## src/rtl/izh_step_sequencer_if.sv

```systemverilog
// rtl/izh_step_sequencer_if.sv - spike FIFO output stream between the step sequencer and the synapse router
interface izh_step_sequencer_if #(
  parameter int IDX_W = 6
) ();
  logic             spk_valid;
  logic [IDX_W-1:0] spk_idx;
  logic [15:0]      spk_ts;
  logic             spk_ready;

  modport master (output spk_valid, spk_idx, spk_ts, input spk_ready);
  modport slave  (input spk_valid, spk_idx, spk_ts, output spk_ready);
endinterface

```

## src/rtl/izh_step_sequencer.sv

```systemverilog
// rtl/izh_step_sequencer.sv - walks one Izhikevich timestep: read, feed update core, write back, queue spikes
// Optional macro IZH_SPIKE_TIMESTAMP_EN stamps each queued spike with a 16-bit timestep counter.
module izh_step_sequencer #(
  parameter int N_NEURONS  = 64,
  parameter int IDX_W      = 6,
  parameter int PIPE_LAT   = 4,
  parameter int FIFO_DEPTH = 16
) (
  input  logic                 clk,
  input  logic                 rst,
  input  logic                 start,
  output logic                 busy,
  output logic                 done,
  output logic                 mem_rd_en,
  output logic [IDX_W-1:0]     mem_rd_addr,
  input  logic [33:0]          st_rd_data,
  input  logic [67:0]          par_rd_data,
  input  logic [16:0]          cur_rd_data,
  output logic [16:0]          core_a,
  output logic [16:0]          core_b,
  output logic [16:0]          core_c,
  output logic [16:0]          core_d,
  output logic [16:0]          core_v,
  output logic [16:0]          core_u,
  output logic [16:0]          core_i,
  input  logic [16:0]          core_v_prime,
  input  logic [16:0]          core_u_prime,
  input  logic                 core_fired,
  output logic                 st_wr_en,
  output logic [IDX_W-1:0]     st_wr_addr,
  output logic [33:0]          st_wr_data,
  izh_step_sequencer_if.master spk,
  output logic                 spk_overflow,
  output logic [IDX_W:0]       spike_count
);

  localparam int PTR_W = $clog2(FIFO_DEPTH);

  typedef enum logic [1:0] {S_IDLE, S_ISSUE, S_DRAIN, S_DONE} state_t;

  state_t                 state_q, state_d;
  logic [IDX_W-1:0]       addr_q, addr_d;
  logic [PIPE_LAT:0]      tag_vld_q, tag_vld_d;
  logic [IDX_W-1:0]       tag_idx_q [PIPE_LAT+1];
  logic [IDX_W-1:0]       tag_idx_d [PIPE_LAT+1];
  logic [IDX_W:0]         spike_count_q, spike_count_d;
  logic [IDX_W-1:0]       fifo_idx_q [FIFO_DEPTH];
  logic [IDX_W-1:0]       fifo_idx_d [FIFO_DEPTH];
  logic [PTR_W:0]         wr_ptr_q, wr_ptr_d, rd_ptr_q, rd_ptr_d;
  logic                   ovf_q, ovf_d;

  logic                   wb_vld, wb_fire, fifo_empty, fifo_full, pop, push_ok;
  logic [IDX_W-1:0]       wb_idx;

  // Operands come straight off the read ports; tag stage 0 lines up with them.
  assign core_v = st_rd_data[33:17];
  assign core_u = st_rd_data[16:0];
  assign core_a = par_rd_data[67:51];
  assign core_b = par_rd_data[50:34];
  assign core_c = par_rd_data[33:17];
  assign core_d = par_rd_data[16:0];
  assign core_i = cur_rd_data;

  assign busy        = (state_q == S_ISSUE) || (state_q == S_DRAIN);
  assign done        = (state_q == S_DONE);
  assign mem_rd_en   = (state_q == S_ISSUE);
  assign mem_rd_addr = addr_q;

  assign wb_vld     = tag_vld_q[PIPE_LAT];
  assign wb_idx     = tag_idx_q[PIPE_LAT];
  assign wb_fire    = wb_vld && core_fired;
  assign st_wr_en   = wb_vld;
  assign st_wr_addr = wb_idx;
  assign st_wr_data = {core_v_prime, core_u_prime};

  assign fifo_empty = (wr_ptr_q == rd_ptr_q);
  assign fifo_full  = ((wr_ptr_q - rd_ptr_q) == (PTR_W+1)'(FIFO_DEPTH));
  assign pop        = !fifo_empty && spk.spk_ready;
  assign push_ok    = wb_fire && (!fifo_full || pop);

  assign spk.spk_valid = !fifo_empty;
  assign spk.spk_idx   = fifo_idx_q[rd_ptr_q[PTR_W-1:0]];
  assign spk_overflow  = ovf_q;
  assign spike_count   = spike_count_q;

  always_comb begin
    state_d = state_q;
    addr_d  = addr_q;
    case (state_q)
      S_IDLE: begin
        if (start) begin
          state_d = S_ISSUE;
          addr_d  = '0;
        end
      end
      S_ISSUE: begin
        if (addr_q == IDX_W'(N_NEURONS - 1)) begin
          state_d = S_DRAIN;
          addr_d  = '0;
        end else begin
          addr_d = addr_q + IDX_W'(1);
        end
      end
      // Leave one cycle early so done lands right after the final write-back.
      S_DRAIN: begin
        if (tag_vld_q[PIPE_LAT-1:0] == '0) state_d = S_DONE;
      end
      S_DONE:  state_d = S_IDLE;
      default: state_d = S_IDLE;
    endcase
  end

  always_comb begin
    tag_vld_d    = {tag_vld_q[PIPE_LAT-1:0], mem_rd_en};
    tag_idx_d    = tag_idx_q;
    tag_idx_d[0] = addr_q;
    for (int k = 1; k <= PIPE_LAT; k++) tag_idx_d[k] = tag_idx_q[k-1];

    spike_count_d = spike_count_q;
    if (state_q == S_IDLE && start) spike_count_d = '0;
    else if (wb_fire && spike_count_q != (IDX_W+1)'(N_NEURONS))
      spike_count_d = spike_count_q + (IDX_W+1)'(1);
  end

  // A pop in the same cycle frees the head slot, so a push into a full FIFO still lands.
  always_comb begin
    fifo_idx_d = fifo_idx_q;
    wr_ptr_d   = wr_ptr_q;
    rd_ptr_d   = rd_ptr_q;
    ovf_d      = ovf_q;
    if (pop) rd_ptr_d = rd_ptr_q + (PTR_W+1)'(1);
    if (push_ok) begin
      fifo_idx_d[wr_ptr_q[PTR_W-1:0]] = wb_idx;
      wr_ptr_d = wr_ptr_q + (PTR_W+1)'(1);
    end
    if (wb_fire && !push_ok) ovf_d = 1'b1;
  end

  always_ff @(posedge clk) begin
    if (rst) begin
      state_q       <= S_IDLE;
      addr_q        <= '0;
      tag_vld_q     <= '0;
      tag_idx_q     <= '{default: '0};
      spike_count_q <= '0;
      fifo_idx_q    <= '{default: '0};
      wr_ptr_q      <= '0;
      rd_ptr_q      <= '0;
      ovf_q         <= 1'b0;
    end else begin
      state_q       <= state_d;
      addr_q        <= addr_d;
      tag_vld_q     <= tag_vld_d;
      tag_idx_q     <= tag_idx_d;
      spike_count_q <= spike_count_d;
      fifo_idx_q    <= fifo_idx_d;
      wr_ptr_q      <= wr_ptr_d;
      rd_ptr_q      <= rd_ptr_d;
      ovf_q         <= ovf_d;
    end
  end

`ifdef IZH_SPIKE_TIMESTAMP_EN
  logic [15:0] ts_cnt_q, ts_cnt_d;
  logic [15:0] fifo_ts_q [FIFO_DEPTH];
  logic [15:0] fifo_ts_d [FIFO_DEPTH];

  always_comb begin
    ts_cnt_d  = ts_cnt_q + ((state_q == S_DONE) ? 16'd1 : 16'd0);
    fifo_ts_d = fifo_ts_q;
    if (push_ok) fifo_ts_d[wr_ptr_q[PTR_W-1:0]] = ts_cnt_q;
  end

  always_ff @(posedge clk) begin
    if (rst) begin
      ts_cnt_q  <= '0;
      fifo_ts_q <= '{default: '0};
    end else begin
      ts_cnt_q  <= ts_cnt_d;
      fifo_ts_q <= fifo_ts_d;
    end
  end

  assign spk.spk_ts = fifo_ts_q[rd_ptr_q[PTR_W-1:0]];
`else
  assign spk.spk_ts = 16'h0000;
`endif

endmodule

```

## src/flat_wrapper.sv

```systemverilog
// flat-port wrapper written by rule: the top's interface ports become plain ports
module izh_step_sequencer_flat 
#(
  parameter int N_NEURONS  = 64,
  parameter int IDX_W      = 6,
  parameter int PIPE_LAT   = 4,
  parameter int FIFO_DEPTH = 16
)
  (clk, rst, start, busy, done, mem_rd_en, mem_rd_addr, st_rd_data, par_rd_data, cur_rd_data, core_a, core_b, core_c, core_d, core_v, core_u, core_i, core_v_prime, core_u_prime, core_fired, st_wr_en, st_wr_addr, st_wr_data, spk_overflow, spike_count, spk_spk_valid, spk_spk_idx, spk_spk_ts, spk_spk_ready);
  izh_step_sequencer_if #(.IDX_W(IDX_W)) spk_i ();
  input  logic clk;
  input  logic rst;
  input  logic start;
  output logic busy;
  output logic done;
  output logic mem_rd_en;
  output logic [IDX_W-1:0] mem_rd_addr;
  input  logic [33:0] st_rd_data;
  input  logic [67:0] par_rd_data;
  input  logic [16:0] cur_rd_data;
  output logic [16:0] core_a;
  output logic [16:0] core_b;
  output logic [16:0] core_c;
  output logic [16:0] core_d;
  output logic [16:0] core_v;
  output logic [16:0] core_u;
  output logic [16:0] core_i;
  input  logic [16:0] core_v_prime;
  input  logic [16:0] core_u_prime;
  input  logic core_fired;
  output logic st_wr_en;
  output logic [IDX_W-1:0] st_wr_addr;
  output logic [33:0] st_wr_data;
  output logic spk_overflow;
  output logic [IDX_W:0] spike_count;
  output wire logic [$bits(spk_i.spk_valid)-1:0] spk_spk_valid;
  output wire logic [$bits(spk_i.spk_idx)-1:0] spk_spk_idx;
  output wire logic [$bits(spk_i.spk_ts)-1:0] spk_spk_ts;
  input wire logic [$bits(spk_i.spk_ready)-1:0] spk_spk_ready;
  assign spk_spk_valid = spk_i.spk_valid;
  assign spk_spk_idx = spk_i.spk_idx;
  assign spk_spk_ts = spk_i.spk_ts;
  assign spk_i.spk_ready = spk_spk_ready;
  izh_step_sequencer #(.N_NEURONS(N_NEURONS), .IDX_W(IDX_W), .PIPE_LAT(PIPE_LAT), .FIFO_DEPTH(FIFO_DEPTH)) u_core (.clk(clk), .rst(rst), .start(start), .busy(busy), .done(done), .mem_rd_en(mem_rd_en), .mem_rd_addr(mem_rd_addr), .st_rd_data(st_rd_data), .par_rd_data(par_rd_data), .cur_rd_data(cur_rd_data), .core_a(core_a), .core_b(core_b), .core_c(core_c), .core_d(core_d), .core_v(core_v), .core_u(core_u), .core_i(core_i), .core_v_prime(core_v_prime), .core_u_prime(core_u_prime), .core_fired(core_fired), .st_wr_en(st_wr_en), .st_wr_addr(st_wr_addr), .st_wr_data(st_wr_data), .spk(spk_i), .spk_overflow(spk_overflow), .spike_count(spike_count));
endmodule
```

## config.mk

```make
export PLATFORM = sky130hd
export DESIGN_NAME = izh_step_sequencer_flat
export DESIGN_NICKNAME = d
export VERILOG_FILES = /design/src/rtl/izh_step_sequencer_if.sv /design/src/rtl/izh_step_sequencer.sv /design/src/flat_wrapper.sv
export SDC_FILE = /design/constraint.sdc
export NUM_CORES = 1
export LEC_CHECK = 0
export CORE_MARGIN = 2
export CORE_UTILIZATION = 40
export CTS_BUF_LIST = sky130_fd_sc_hd__clkbuf_4
export DETAILED_ROUTE_END_ITERATION = 8
export GPL_TIMING_DRIVEN = 0
export PLACE_DENSITY_LB_ADDON = 0.3
export SLEW_MARGIN = 20
export SYNTH_ARGS = -nofsm -noshare
export SYNTH_HDL_FRONTEND = slang
export SYNTH_SLANG_ARGS = --single-unit
```

## constraint.sdc

```tcl
create_clock -name clk -period 8.7 [get_ports clk]
set_input_delay 1.305 -clock clk [delete_from_list [all_inputs] [get_ports clk]]
set_output_delay 1.305 -clock clk [all_outputs]
set_load 0.005 [all_outputs]
```

==> impl_metrics.toml <==
[worst_setup_path]
cp.required_ps = 7390
endpoint_kind = "output pin"
path_class = "reg -> out"
cp_max_fo = 10
crit_arrival_ps = 3970
startpoint_type = "flip-flop"

[timing]
tightest_slew_ps = 752
fin_ws_ps = 3430
slew_headroom_pct = 49.9
rsz0062_at_grt = "no"
hold_viol_final = 0
max_freq_mhz = 190
setup-tns-final_ps = 0
skew_ps = 19.9
period_share_pct = 60.6
setup_viol = 0
min_period_ps = 5270
maxSlewViolCount = 0

[final_layout]
final_nets = 1226
num_antenna_cells = 0
drive_above_1_share_pct = 24.9
syn2layout_area_growth_pct = 30.9
final_core_util_pct = 53.6
final_area_um2 = 10900

[yosys]
synth_edf_count = 0
synthCells = 830
synth.area.top_cells = "dfxtp_1, buf_4, mux2i_1"
mappedNetlistArea_um2 = 8340
synthArstFlopShare_pct = 0
ys.flop_type = "dfxtp_1"
synth_seq_area_share_pct = 37.7
yosysWarnings = 0
synth.avg_cell_area_um2 = 10.0
synth.distinct_cells = 51
yosys.area.top_type_share_pct = 37.7
ys_ff_latch = 157
yosys.area.top_type = "dfxtp_1"

[drt]
drt-total-wl_um = 21200
ant_nets = 0
wire_per_inst_um = 15.9
num_vias = 6104
drc = 0
dr.pass1.iters = 4
via_per_inst = 4.57
drtIter0Drc = 252

[floorplanning]
fp.coreArea_um2 = 20400
dieArea_um2 = 22000
rows = 52
start_util_pct = 40.9
fp.dieW_um = 148
die_h_um = 148
io_pins = 358

[cts]
cts.htree.levels = 4
cts_resized = 0
cts.hold.buffers_added = 0
clkTransAtPathRegs_ps = 150
clk_latency_ps = 580
cts_buffer_depth = 2
root_buffer = "clkbuf_4"
numCtsBuffers = 17
numClockSinks = 157
post-cts-setup-buffer-count = 0
cts_tree = "yes"

[pwr]
p_leak_uw = 0.00466
p_per_area_nw_per_um2 = 133
ir_worst_vdd_v = 0.000104

[grt]
grt_max_degree = 19
grt_usage_pct = 18.9
grt_pass1_wl_um = 32400
antenna_found_initial = 0
grt_overflow_total = 0
grt_pass1_vias = 6144

[placement]
portBuffers = 188
pre_cts_slack_ps = 4050
dp_hpwl_um = 16300
place.gp.congestion = 0.831
place_area_um2 = 10600

[run_status]
status = "finished clean"

[min_path]
worstHoldPathType = "reg -> reg"

[run]
maxCapViolCount = 0
[area by class of cell]
cell class	count	area, µm²
Timing Repair Buffer	188	1880
Clock inverter	15	169
Clock buffer	17	128
Buffer	219	1540
Inverter	11	41.3
Multi-Input combinational cell	458	3670
Sequential cell	157	3140
Tap cell	270	338
Fill cell	1888	9460
[cells in the mapped netlist (3+ instances only)]
master    count
clkbuf_1     32
mux2i_1      97
nand4_1       4
nand3_1       7
a31oi_1       7
ha_1         16
nand3_2      11
and3_1       12
and3_4        3
dfxtp_1     157
buf_6         6
nand2b_1    103
a21oi_1       7
o21ai_0       3
xor2_1        6
nor2_1       30
nor3_1        3
nand2_1      32
buf_4       176
inv_1        10
nor2b_1      37
xnor2_1       9
and2_1        3
mux4_2       24
buf_2         3
[registers in the layout, summed over array words and instances (netlist names)]
signal,count
u_core.st_wr_addr,6
u_core.fifo_idx_q,96
u_core.state_q,2
u_core.spk_overflow,1
u_core.tag_vld_q,5
u_core.mem_rd_addr,6
u_core.wr_ptr_q,5
u_core.spike_count,7
u_core.rd_ptr_q,5
u_core.tag_idx_d,24
[worst max-delay path, stage by stage (launching register included)]
cell and delay [ps]:
dfxtp_1 420, buf_1 520, clkbuf_1 510, clkinv_1 460
ha_1 490, nand4_1 180, or2_2 350, clkdlybuf4s50_1 460
[cell usage in the layout (no fill, tap or decap), types with 9 or more instances in the layout]
master / count
clkbuf_1: 32
inv_1: 10
dfxtp_1: 157
nand3_2: 11
xnor2_1: 9
buf_4: 176
mux2i_1: 97
clkdlybuf4s50_1: 188
conb_1: 16
and3_1: 12
clkbuf_4: 17
nand2b_1: 103
nand2_1: 32
nor2_1: 30
nor2b_1: 37
ha_1: 16
mux4_2: 24
[worst paths after layout]
| kind | end | depth (start not counted) | slack [ps] | from |
|---|---|---|---|---|
| min reg2reg | u_core.st_wr_addr[3]$_SDFF_PP0_ | 1 | 450 | u_core.tag_idx_d[3]$_SDFF_PP0_ |
| min | u_core.st_wr_addr[3]$_SDFF_PP0_ | 1 | 450 | u_core.tag_idx_d[3]$_SDFF_PP0_ |
| max | spk_spk_valid | 7 | 3430 | u_core.rd_ptr_q[2]$_SDFFE_PP0P_ |
| max reg2reg | u_core.fifo_idx_q[13]$_SDFFE_PP0P_ | 12 | 4480 | u_core.rd_ptr_q[2]$_SDFFE_PP0P_ |
[cells by family (layout without fill, tap and decap cells)]
| logic type | after synthesis | count (layout) | share of synthesized area [%] |
|---|---|---|---|
| multiplexers | 124 | 124 | 18.6 |
| buffers and inverters | 230 | 450 | 19.0 |
| AO/OA/AOI/OAI | 29 | 29 | 2.51 |
| AND/OR/NAND/NOR | 258 | 258 | 18.2 |
| adder cells (fa/ha/maj) | 16 | 16 | 2.40 |
| flip-flops | 157 | 157 | 37.7 |
| XOR/XNOR | 15 | 15 | 1.58 |
| other | 1 | 16 | 0.0450 |
[power breakdown]
part | internal (µW) | switching (µW) | leakage [µW]
Sequential | 730 | 9.26 | 0.00126
Clock | 136 | 311 | 0.000162
Combinational | 170 | 98.8 | 0.00323
[routing by layer]
layer | GRT usage (%) | part of all wire [%] | vias up
met1 | 24.3 | 43 | 2872
met4 | 5.81 | 1.7 | 0
met3 | 4.17 | 4.8 | 24
met5 | 0 | 0 | -
met2 | 31.8 | 50 | 192
li1 | - | - | 3016
[stage by stage]
step                      total power, µW  hold slack [ps]  instances
after global placement               1020              417       1303
final                                1450              453       1335
after floorplan                       903              414        845
after CTS                            1470              455       1335
after detailed placement             1020              420       1303
after global routing                 1520              462       1335
Note: power is estimated with default switching activity, not from simulation.
